==> config.mk <==
export PLATFORM = sky130hd
export DESIGN_NAME = video_pattern_source
export DESIGN_NICKNAME = d
export VERILOG_FILES = /design/src/rtl/video_pattern_source.sv
export SDC_FILE = /design/constraint.sdc
export NUM_CORES = 1
export LEC_CHECK = 0
export ABC_CLOCK_PERIOD_IN_PS = 5250
export BUFFER_PORTS_ARGS = -buffer_cell sky130_fd_sc_hd__buf_2
export CORE_MARGIN = 10
export CORE_UTILIZATION = 41
export CTS_CLUSTER_SIZE = 16
export DETAILED_ROUTE_END_ITERATION = 12
export HOLD_SLACK_MARGIN = 0.06
export PLACE_DENSITY = 0.62
export SYNTH_ARGS = -nofsm -noshare
export SYNTH_HDL_FRONTEND = slang
export SYNTH_SLANG_ARGS = --single-unit
==> constraint.sdc <==
create_clock -name clk -period 5.25 [get_ports clk]
set_input_delay 0.2625 -clock clk [delete_from_list [all_inputs] [get_ports clk]]
set_output_delay 0.2625 -clock clk [all_outputs]
set_load 0.01 [all_outputs]
==> src/rtl/video_pattern_source.sv <==
// video_pattern_source
//   Free-running raster generator producing de/hsync/vsync and a 24-bit
//   {R,G,B} test pattern with well-known edges. It lets downstream filter
//   stages be exercised without a camera or HDMI source.
//
// Ports
//   clk          pixel clock, rising edge
//   rst          asynchronous reset, active low
//   en           run enable; low idles the stream and rewinds to pixel (0,0)
//   pattern_sel  0 colour bars, 1 gray ramp, 2 checkerboard, 3 vertical edge
//   de           data enable, high on active pixels
//   hsync/vsync  sync pulses, active level set by SYNC_POL
//   pixel_out    {R,G,B}; forced to 0 whenever de is low
//   frame_start  one-cycle pulse coincident with pixel (0,0)
//
// All outputs are registered from the current counter values on the same
// edge that advances the counters, so outputs lag the counters by one clock.
module video_pattern_source #(
  parameter int H_ACTIVE   = 64,
  parameter int H_FP       = 4,
  parameter int H_SYNC     = 8,
  parameter int H_BP       = 7,
  parameter int V_ACTIVE   = 48,
  parameter int V_FP       = 2,
  parameter int V_SYNC     = 3,
  parameter int V_BP       = 7,
  parameter int SYNC_POL   = 1,
  parameter int RAMP_SHIFT = 2
) (
  input  logic        clk,
  input  logic        rst,
  input  logic        en,
  input  logic [1:0]  pattern_sel,
  output logic        de,
  output logic        hsync,
  output logic        vsync,
  output logic [23:0] pixel_out,
  output logic        frame_start
);

  localparam int H_TOTAL = H_ACTIVE + H_FP + H_SYNC + H_BP;
  localparam int V_TOTAL = V_ACTIVE + V_FP + V_SYNC + V_BP;

  // Widths hold H_TOTAL itself (not just H_TOTAL-1) so the sync-end bound
  // never truncates; minimum of 4 bits because the checkerboard uses bit 3.
  localparam int HW = ($clog2(H_TOTAL + 1) < 4) ? 4 : $clog2(H_TOTAL + 1);
  localparam int VW = ($clog2(V_TOTAL + 1) < 4) ? 4 : $clog2(V_TOTAL + 1);

  localparam logic [HW-1:0] H_LAST   = HW'(H_TOTAL - 1);
  localparam logic [HW-1:0] H_ACT    = HW'(H_ACTIVE);
  localparam logic [HW-1:0] HS_START = HW'(H_ACTIVE + H_FP);
  localparam logic [HW-1:0] HS_END   = HW'(H_ACTIVE + H_FP + H_SYNC);
  localparam logic [HW-1:0] H_HALF   = HW'(H_ACTIVE / 2);
  localparam logic [HW-1:0] BAR_W    = HW'(H_ACTIVE / 8);

  localparam logic [VW-1:0] V_LAST   = VW'(V_TOTAL - 1);
  localparam logic [VW-1:0] V_ACT    = VW'(V_ACTIVE);
  localparam logic [VW-1:0] VS_START = VW'(V_ACTIVE + V_FP);
  localparam logic [VW-1:0] VS_END   = VW'(V_ACTIVE + V_FP + V_SYNC);

  localparam logic SYNC_ON = (SYNC_POL != 0);

  logic [HW-1:0] h_cnt_reg, h_cnt_next;
  logic [VW-1:0] v_cnt_reg, v_cnt_next;
  logic [1:0]    pattern_reg, pattern_next;

  logic          de_next;
  logic          hsync_next;
  logic          vsync_next;
  logic          frame_start_next;
  logic [23:0]   pixel_next;

  logic          at_origin;
  logic [2:0]    bar;
  logic [2:0]    channel_on;
  logic [23:0]   bars_rgb;
  logic [7:0]    ramp_g;

  // Colour bar index and per-channel enables. Walking bars 0..7 gives
  // white, yellow, cyan, green, magenta, red, blue, black, which is
  // R = ~bar[1], G = ~bar[2], B = ~bar[0].
  assign bar        = 3'(h_cnt_reg / BAR_W);
  assign channel_on = {~bar[1], ~bar[2], ~bar[0]};

  genvar gi;
  generate
    for (gi = 0; gi < 3; gi++) begin : g_bar_chan
      assign bars_rgb[gi*8 +: 8] = {8{channel_on[gi]}};
    end
  endgenerate

  // Widen before shifting so high ramp bits are not lost, then keep 8 bits.
  assign ramp_g = 8'({8'd0, h_cnt_reg} << RAMP_SHIFT);

  always_comb begin
    h_cnt_next       = h_cnt_reg + HW'(1);
    v_cnt_next       = v_cnt_reg;
    at_origin        = (h_cnt_reg == '0) && (v_cnt_reg == '0);
    pattern_next     = pattern_reg;
    de_next          = 1'b0;
    hsync_next       = ~SYNC_ON;
    vsync_next       = ~SYNC_ON;
    frame_start_next = 1'b0;
    pixel_next       = 24'h000000;

    if (h_cnt_reg == H_LAST) begin
      h_cnt_next = '0;
      v_cnt_next = (v_cnt_reg == V_LAST) ? '0 : v_cnt_reg + VW'(1);
    end

    // The selection is sampled at the frame origin and used for that very
    // pixel too, so a whole frame always shows a single pattern.
    if (at_origin) begin
      pattern_next = pattern_sel;
    end

    de_next          = (h_cnt_reg < H_ACT) && (v_cnt_reg < V_ACT);
    frame_start_next = at_origin;
    if ((h_cnt_reg >= HS_START) && (h_cnt_reg < HS_END)) begin
      hsync_next = SYNC_ON;
    end
    if ((v_cnt_reg >= VS_START) && (v_cnt_reg < VS_END)) begin
      vsync_next = SYNC_ON;
    end

    if (de_next) begin
      case (pattern_next)
        2'd0:    pixel_next = bars_rgb;
        2'd1:    pixel_next = {ramp_g, ramp_g, ramp_g};
        2'd2:    pixel_next = (h_cnt_reg[3] ^ v_cnt_reg[3]) ? 24'hFFFFFF : 24'h000000;
        default: pixel_next = (h_cnt_reg < H_HALF) ? 24'h000000 : 24'hFFFFFF;
      endcase
    end
  end

  always_ff @(posedge clk or negedge rst) begin
    if (!rst) begin
      h_cnt_reg   <= '0;
      v_cnt_reg   <= '0;
      pattern_reg <= 2'd0;
      de          <= 1'b0;
      hsync       <= ~SYNC_ON;
      vsync       <= ~SYNC_ON;
      frame_start <= 1'b0;
      pixel_out   <= 24'h000000;
    end else if (!en) begin
      // Idle: rewind to the origin so the next enabled edge emits (0,0).
      h_cnt_reg   <= '0;
      v_cnt_reg   <= '0;
      de          <= 1'b0;
      hsync       <= ~SYNC_ON;
      vsync       <= ~SYNC_ON;
      frame_start <= 1'b0;
      pixel_out   <= 24'h000000;
    end else begin
      h_cnt_reg   <= h_cnt_next;
      v_cnt_reg   <= v_cnt_next;
      pattern_reg <= pattern_next;
      de          <= de_next;
      hsync       <= hsync_next;
      vsync       <= vsync_next;
      frame_start <= frame_start_next;
      pixel_out   <= pixel_next;
    end
  end

endmodule

==> results.ini, run 1 <==
[power]
p_per_area_nw_per_um2=345
leakage_nw=1.12
vdd.ir_drop.worst_mv=0.0968
power_uw=784

[placed_design]
gp_congestion=0.784
place_ws_ns=2.94
dpl_cell_area_um2=2150
port_buffers=32
dp.final_hpwl_um=2870

[global_routing]
grt_max_degree=41
grt_overflow_total=0
grt_pass1_vias=1385
grt_pass1_wl_um=6820
gr-usage-all-layers_pct=10.0
antenna_found_initial=0

[finish]
antennaDiodeCount=0
area_growth_pct=13.5
drive_above_1_share_pct=24.3
final_nets=220
largest_reg_flops=21
final_area_um2=2270
post-route-util_pct=48.1
fillerInstances=440

[cts]
numCtsBuffers=5
cts_buffer_depth=2
worstSkewPairLatency_ns=0.29
cts_tree=built
cts_root_buf=clkbuf_8
cts_max_level=2
post_cts_buffers=0
clkTransAtPathRegs_ns=0.08
hold_buffers=0
post_cts_resized=0
cts_sinks=40

[yosys]
synth_warnings=0
avgSynthCellArea_um2=10.9
synth-seq-cells=40
syn_inst=184
synth_nets=195
ys_types=42
synth_seq_area_share_pct=50.1
synth.cell_area_um2=2000

[timing]
setup_viol=0
period_share_pct=44.0
fin_crit_ns=2.31
final.setup.tns_ns=0
slew_headroom_pct=41.5
rsz0062_at_grt=false
finalClockSkew_ns=0.00630
worst_slack_ns=2.94
final_hold_viol_count=0
clock.fmax_mhz=432
final_max_slew_viol_count=0
tightest_slew_ns=0.878

[critical_path]
cp.required_ns=5.43
cp_max_fo=11
worstSetupStartpoint=h_cnt_reg[3]$_DFF_PN0_
reg2reg_from=h_cnt_reg[3]$_DFF_PN0_
crit_type=flip-flop to flip-flop
crit_arrival_ns=2.50
endpoint_kind=flip-flop
start_kind=flip-flop

[worst_hold_path]
hp-class=input pin to async pin

[detailed_routing]
drtIter0Drc=54
wire_per_inst_um=14.2
post-route-drc-count=0
wirelength_um=3940
drtAntennaViolNets=0
num_vias=1376
dr.pass1.iters=4
vias_per_cell=4.97

[floorplan]
start_util_pct=42.3
row_count=25
pin_count=33
fp.coreArea_um2=4720
dieArea_um2=8070
die_h_um=89.8
fp.dieW_um=89.8

[job]
max_cap_violations=0

[run_status]
status=complete, no violations

==> placed cells by master, fill, tap and decap left out, types with 3 or more instances in the layout <==
| cell type | count |
|---|---|
| mux2i_1 | 3 |
| o21ai_0 | 6 |
| nand2b_1 | 10 |
| nand3_1 | 14 |
| and3_1 | 5 |
| nand2_1 | 17 |
| dfrtp_1 | 40 |
| nand4_1 | 4 |
| nor2_1 | 7 |
| a21oi_1 | 8 |
| ha_1 | 6 |
| o21ai_1 | 6 |
| inv_1 | 9 |
| buf_2 | 32 |
| clkbuf_8 | 5 |
| xnor2_1 | 5 |
==> logic make-up (layout without fill, tap and decap cells) <==
kind of cell	count (synthesis)	after routing	synth area share, %
compound gates	31	31	10.8
xor+xnor	8	8	4.44
fa+ha+maj	6	6	3.75
buf+inv	23	49	6.20
flops	40	40	50.1
mux	4	4	2.25
simple gates	72	72	22.5
==> cells in the mapped netlist, drive strengths merged <==
| cell | n | area (um^2) |
|---|---|---|
| dfrtp | 40 | 1000 |
| nand2 | 17 | 63.8 |
| nand3 | 14 | 70.1 |
| buf | 12 | 82.6 |
| o21ai | 12 | 60.1 |
| nand2b | 10 | 62.6 |
| inv | 9 | 33.8 |
| a21oi | 8 | 40.0 |
| nor2 | 7 | 26.3 |
| ha | 6 | 75.1 |
| xnor2 | 6 | 71.3 |
| and3 | 5 | 31.3 |
| nand4 | 4 | 25.0 |
| mux2i | 3 | 30.0 |
| nor4b | 3 | 41.3 |
| a21boi | 2 | 15.0 |
| a31o | 2 | 26.3 |
| clkbuf | 2 | 7.51 |
| nand4b | 2 | 17.5 |
| nor2b | 2 | 12.5 |
| nor4 | 2 | 42.5 |
| xor2 | 2 | 17.5 |
| a211o | 1 | 10.0 |
| a21o | 1 | 7.51 |
| a311o | 1 | 10.0 |
| a31oi | 1 | 6.26 |
| and2 | 1 | 6.26 |
| and3b | 1 | 8.76 |
| and4 | 1 | 8.76 |
| mux2 | 1 | 15.0 |
| nand3b | 1 | 11.3 |
| nor3b | 1 | 12.5 |
| o21bai | 1 | 7.51 |
| o22ai | 1 | 6.26 |
| o41ai | 1 | 27.5 |
| or3b | 1 | 8.76 |
==> area by class of cell <==
type                       instances  area [um^2]  share of cell area (%)
clock buffer                       5         68.8                    3.03
inverter                           9         33.8                    1.49
timing repair buffer              32          160                    7.06
sequential                        40         1000                    44.1
multi-input combinational        121          875                    38.5
tap                               67         83.8                    3.69
clock inverter                     3         47.5                    2.09
==> power breakdown <==
part,internal [mW],leakage [nW],switching (mW)
logic,0.0720,0.534,0.0938
registers,0.347,0.532,0.0181
clock network,0.143,0.0583,0.110
total,0.562,1.12,0.222
==> metrics by stage <==
| step | cells | hold slack (ns) |
|---|---|---|
| after global routing | 277 | 0.167 |
| after CTS | 277 | 0.113 |
| after detailed placement | 269 | 0.435 |
| final | 277 | 0.0859 |
| after floorplan | 184 | -0.0331 |
| after global placement | 269 | 0.440 |
==> worst max-delay path, stage by stage (launching register included) <==
cell and delay [ns]:
dfrtp_1 0.63, nor4_4 0.49, and3_1 0.32, mux2_4 0.34
a31o_4 0.27, nand2b_1 0.15
==> path summary, 6_finish.rpt <==
check | to | slack [ns] | cells past startpoint
setup / recovery | pixel_out[20]$_DFF_PN0_ | 2.94 | 5
hold / removal | pixel_out[18]$_DFF_PN0_ | 0.09 | 1
setup reg to reg | pixel_out[20]$_DFF_PN0_ | 2.94 | 5
hold reg to reg | h_cnt_reg[0]$_DFF_PN0_ | 0.58 | 1
max in group asynchronous | pixel_out[9]$_DFF_PN0_ | 4.62 | 1
min in group clk | pattern_reg[0]$_DFFE_PN0P_ | 0.24 | 3
==> metal layers <==
| layer | up-vias | share of wire, % | global-route usage (%) |
|---|---|---|---|
| met5 | - | 0 | 0 |
| met4 | 0 | 1.3 | 3.64 |
| met3 | 6 | 6.3 | 4.32 |
| met2 | 28 | 46 | 15.1 |
| met1 | 664 | 47 | 12.5 |
| li1 | 678 | - | - |
No activity file was read; power rests on OpenSTA's default activity.
==> run 2, diff against run 1 <==
Settings changed: ABC_CLOCK_PERIOD_IN_PS 5250 to 2190.
Clock period 5.25 ns to 2.19 ns, I/O delays scaled along.
==> run 2 against run 1 <==
Clock skew barely moved. Setup slack lost 2.8 ns. Utilization grew 2.2 points. Largest power group unchanged.
==> results.ini, run 2 (same netlist as run 1, synthesis figures left out) <==
[cts]
numCtsBuffers=5  ; unchanged
cts_buffer_depth=2  ; unchanged
cts_max_level=2  ; unchanged
cts_tree=built
worstSkewPairLatency_ns=0.29  ; about the same
clkTransAtPathRegs_ns=0.08  ; about the same
cts_root_buf=clkbuf_8
cts_sinks=40  ; unchanged

[power]
swShare_pct=27.9  ; -0.41 points
seqPwrFrac_pct=45.6  ; -0.9 points
p_per_area_nw_per_um2=798  ; +130%
clockPowerShare_pct=31.8  ; -0.5 points
internal_power_mw=1.37  ; +140%
combPwrFrac_pct=22.6  ; +1.4 points
leakage_nw=1.19  ; +5.6%
vdd.ir_drop.worst_mv=0.285  ; +190%
power_mw=1.90  ; +140%
switching_power_uw=529  ; +140%

[timing]
period_share_pct=93.2  ; +49 points
final_hold_viol_count=0  ; unchanged
fin_crit_ns=2.04  ; -0.272 ns
slew_headroom_pct=43.9  ; +2.5 points
setup_viol=0  ; unchanged
tightest_slew_ns=0.841  ; -0.0371 ns
final_max_slew_viol_count=0  ; unchanged
final.setup.tns_ns=0  ; unchanged
clock.fmax_mhz=490  ; +13%
rsz0062_at_grt=false
finalClockSkew_ns=0.00614  ; -0.000159 ns

[critical_path]
reg2reg_to=pixel_out[21]$_DFF_PN0_
crit_chain=inv_1 -> ha_1 -> nor3b_4 -> and3_1 -> mux2_4 -> a31o_4 -> nand2b_1
slowest_stage=dfrtp_1
worst-path-stages=7  ; +2
reg2reg_from=h_cnt_reg[0]$_DFF_PN0_
crit_type=flip-flop to flip-flop
endpoint_kind=flip-flop
max_stage_delay_ns=0.38  ; -0.25 ns
rr_worst_depth=7  ; +2
cp.required_ns=2.37  ; -3.06 ns
cp_max_fo=7  ; -4
crit_arrival_ns=2.22  ; -0.28 ns
critPathBufInv=1  ; +1
critPathTopFamily=simple AND/OR/NAND/NOR gates
r2r_slack_ns=0.15  ; -2.79 ns
start_kind=flip-flop

[detailed_routing]
vias_per_cell=4.97  ; about the same
post-route-drc-count=0  ; unchanged
dr.pass1.iters=4  ; unchanged
drtAntennaViolNets=0  ; unchanged
num_vias=1441  ; +4.7%
drtIter0Drc=96  ; +78%
wire_per_inst_um=13.5  ; -5.1%
wirelength_um=3920  ; -0.63%

[placed_design]
dp.final_hpwl_um=2940  ; +2.6%
port_buffers=32  ; unchanged
gp_congestion=0.773  ; -1.4%

[floorplan]
start_util_pct=42.3  ; unchanged
pin_count=33  ; unchanged
die_h_um=89.8  ; unchanged
fp.coreArea_um2=4720  ; unchanged
fp.dieW_um=89.8  ; unchanged
dieArea_um2=8070  ; unchanged
row_count=25  ; unchanged

[job]
max_cap_violations=0  ; unchanged

[worst_hold_path]
hold_start=pattern_sel[0]
hp-class=input pin to flip-flop
min_to=pattern_reg[0]$_DFFE_PN0P_
hold_depth=3

[finish]
final_nets=233  ; +5.9%
layout_commonest_cell=dfrtp_1
largest_reg_flops=21  ; unchanged
layout_common_cells=40 x dfrtp_1, 32 x buf_2, 17 x nand2_1
area_growth_pct=18.8
drive_above_1_share_pct=28.3  ; +4.0 points
antennaDiodeCount=0  ; unchanged

[global_routing]
antenna_found_initial=0  ; unchanged
grt_max_degree=41  ; unchanged
grt_overflow_total=0  ; unchanged
grt_pass1_wl_um=7050  ; +3.4%
grt_pass1_vias=1509  ; +9.0%
gr-usage-all-layers_pct=10.4  ; +0.33 points

[run_status]
status=complete, no violations

[run 2: cell count changes in the layout (fill, tap and decap cells not counted)]
cell           previous run  this run
nor3b_4                   0         1
buf_4                     0        12
dlygate4sd3_1             0         1
nor3b_2                   1         0
inv_6                     0         1
clkinv_4                  2         0
clkinvlp_4                0         1
[run 2: final cells by class]
type,instances,area [um^2]
sequential,40,1000
clock buffer,5,68.8
clock inverter,3,46.3
tap,67,83.8
inverter,9,33.8
multi-input combinational,121,881
timing repair buffer,45,260
fill,440,2350
[run 2: worst max-delay path by stage]
stage                                       from                 endpoint  slack, ns
after floorplan           h_cnt_reg[0]$_DFF_PN0_  pixel_out[18]$_DFF_PN0_       0.18
after global placement    h_cnt_reg[0]$_DFF_PN0_  pixel_out[19]$_DFF_PN0_       0.16
after detailed placement  h_cnt_reg[0]$_DFF_PN0_  pixel_out[19]$_DFF_PN0_       0.12
after CTS                 h_cnt_reg[0]$_DFF_PN0_  pixel_out[19]$_DFF_PN0_       0.11
after global routing      h_cnt_reg[0]$_DFF_PN0_  pixel_out[20]$_DFF_PN0_       0.05
final                     h_cnt_reg[0]$_DFF_PN0_  pixel_out[21]$_DFF_PN0_       0.15
[run 2: power groups by stage]
| stage | logic, mW | registers, mW | clock network, mW |
|---|---|---|---|
| 2_1_floorplan | 0.234 | 0.925 | 0 |
| 3_3_place_gp | 0.432 | 0.879 | 0 |
| 3_5_place_dp | 0.432 | 0.879 | 0 |
| 4_1_cts | 0.436 | 0.865 | 0.622 |
| 5_1_grt | 0.480 | 0.879 | 0.655 |
| 6_report | 0.429 | 0.864 | 0.602 |
[run 2: worst reg2reg max path, stage by stage (launching register included)]
cell	delay [ns]
dfrtp_1	0.38
inv_1	0.08
ha_1	0.14
nor3b_4	0.27
and3_1	0.31
mux2_4	0.34
a31o_4	0.26
nand2b_1	0.14
[run 2: through the flow]
stage / hold WS, ns / utilization [%] / std cells / instance area [um^2] / setup WS (ns)
detailed placement: 0.267 / 47.5 / 281 / 2240 / 0.121
floorplan: -0.186 / - / 184 / 2000 / 0.179
global route: 0.119 / 50.3 / 290 / 2370 / 0.0478
finish: 0.0814 / 50.3 / 290 / 2370 / 0.150
CTS: 0.0876 / 50.1 / 290 / 2370 / 0.105
global placement: 0.272 / 47.5 / 281 / 2240 / 0.164
[run 2: layer usage]
| layer | share of wire, % | up-vias | global-route usage [%] |
|---|---|---|---|
| met5 | 0 | - | 0 |
| met4 | 1.9 | 0 | 4.45 |
| met3 | 6.1 | 7 | 3.99 |
| met2 | 49 | 34 | 17.6 |
| met1 | 43 | 695 | 11.3 |
| li1 | - | 705 | - |
[run 2: what timing repair did]
item	in CTS	in global routing
buffers inserted	0	0
hold buffers	1	0
endpoints found under the hold margin	40	0
endpoints found under the setup margin	0	6
gates resized for setup	0	1
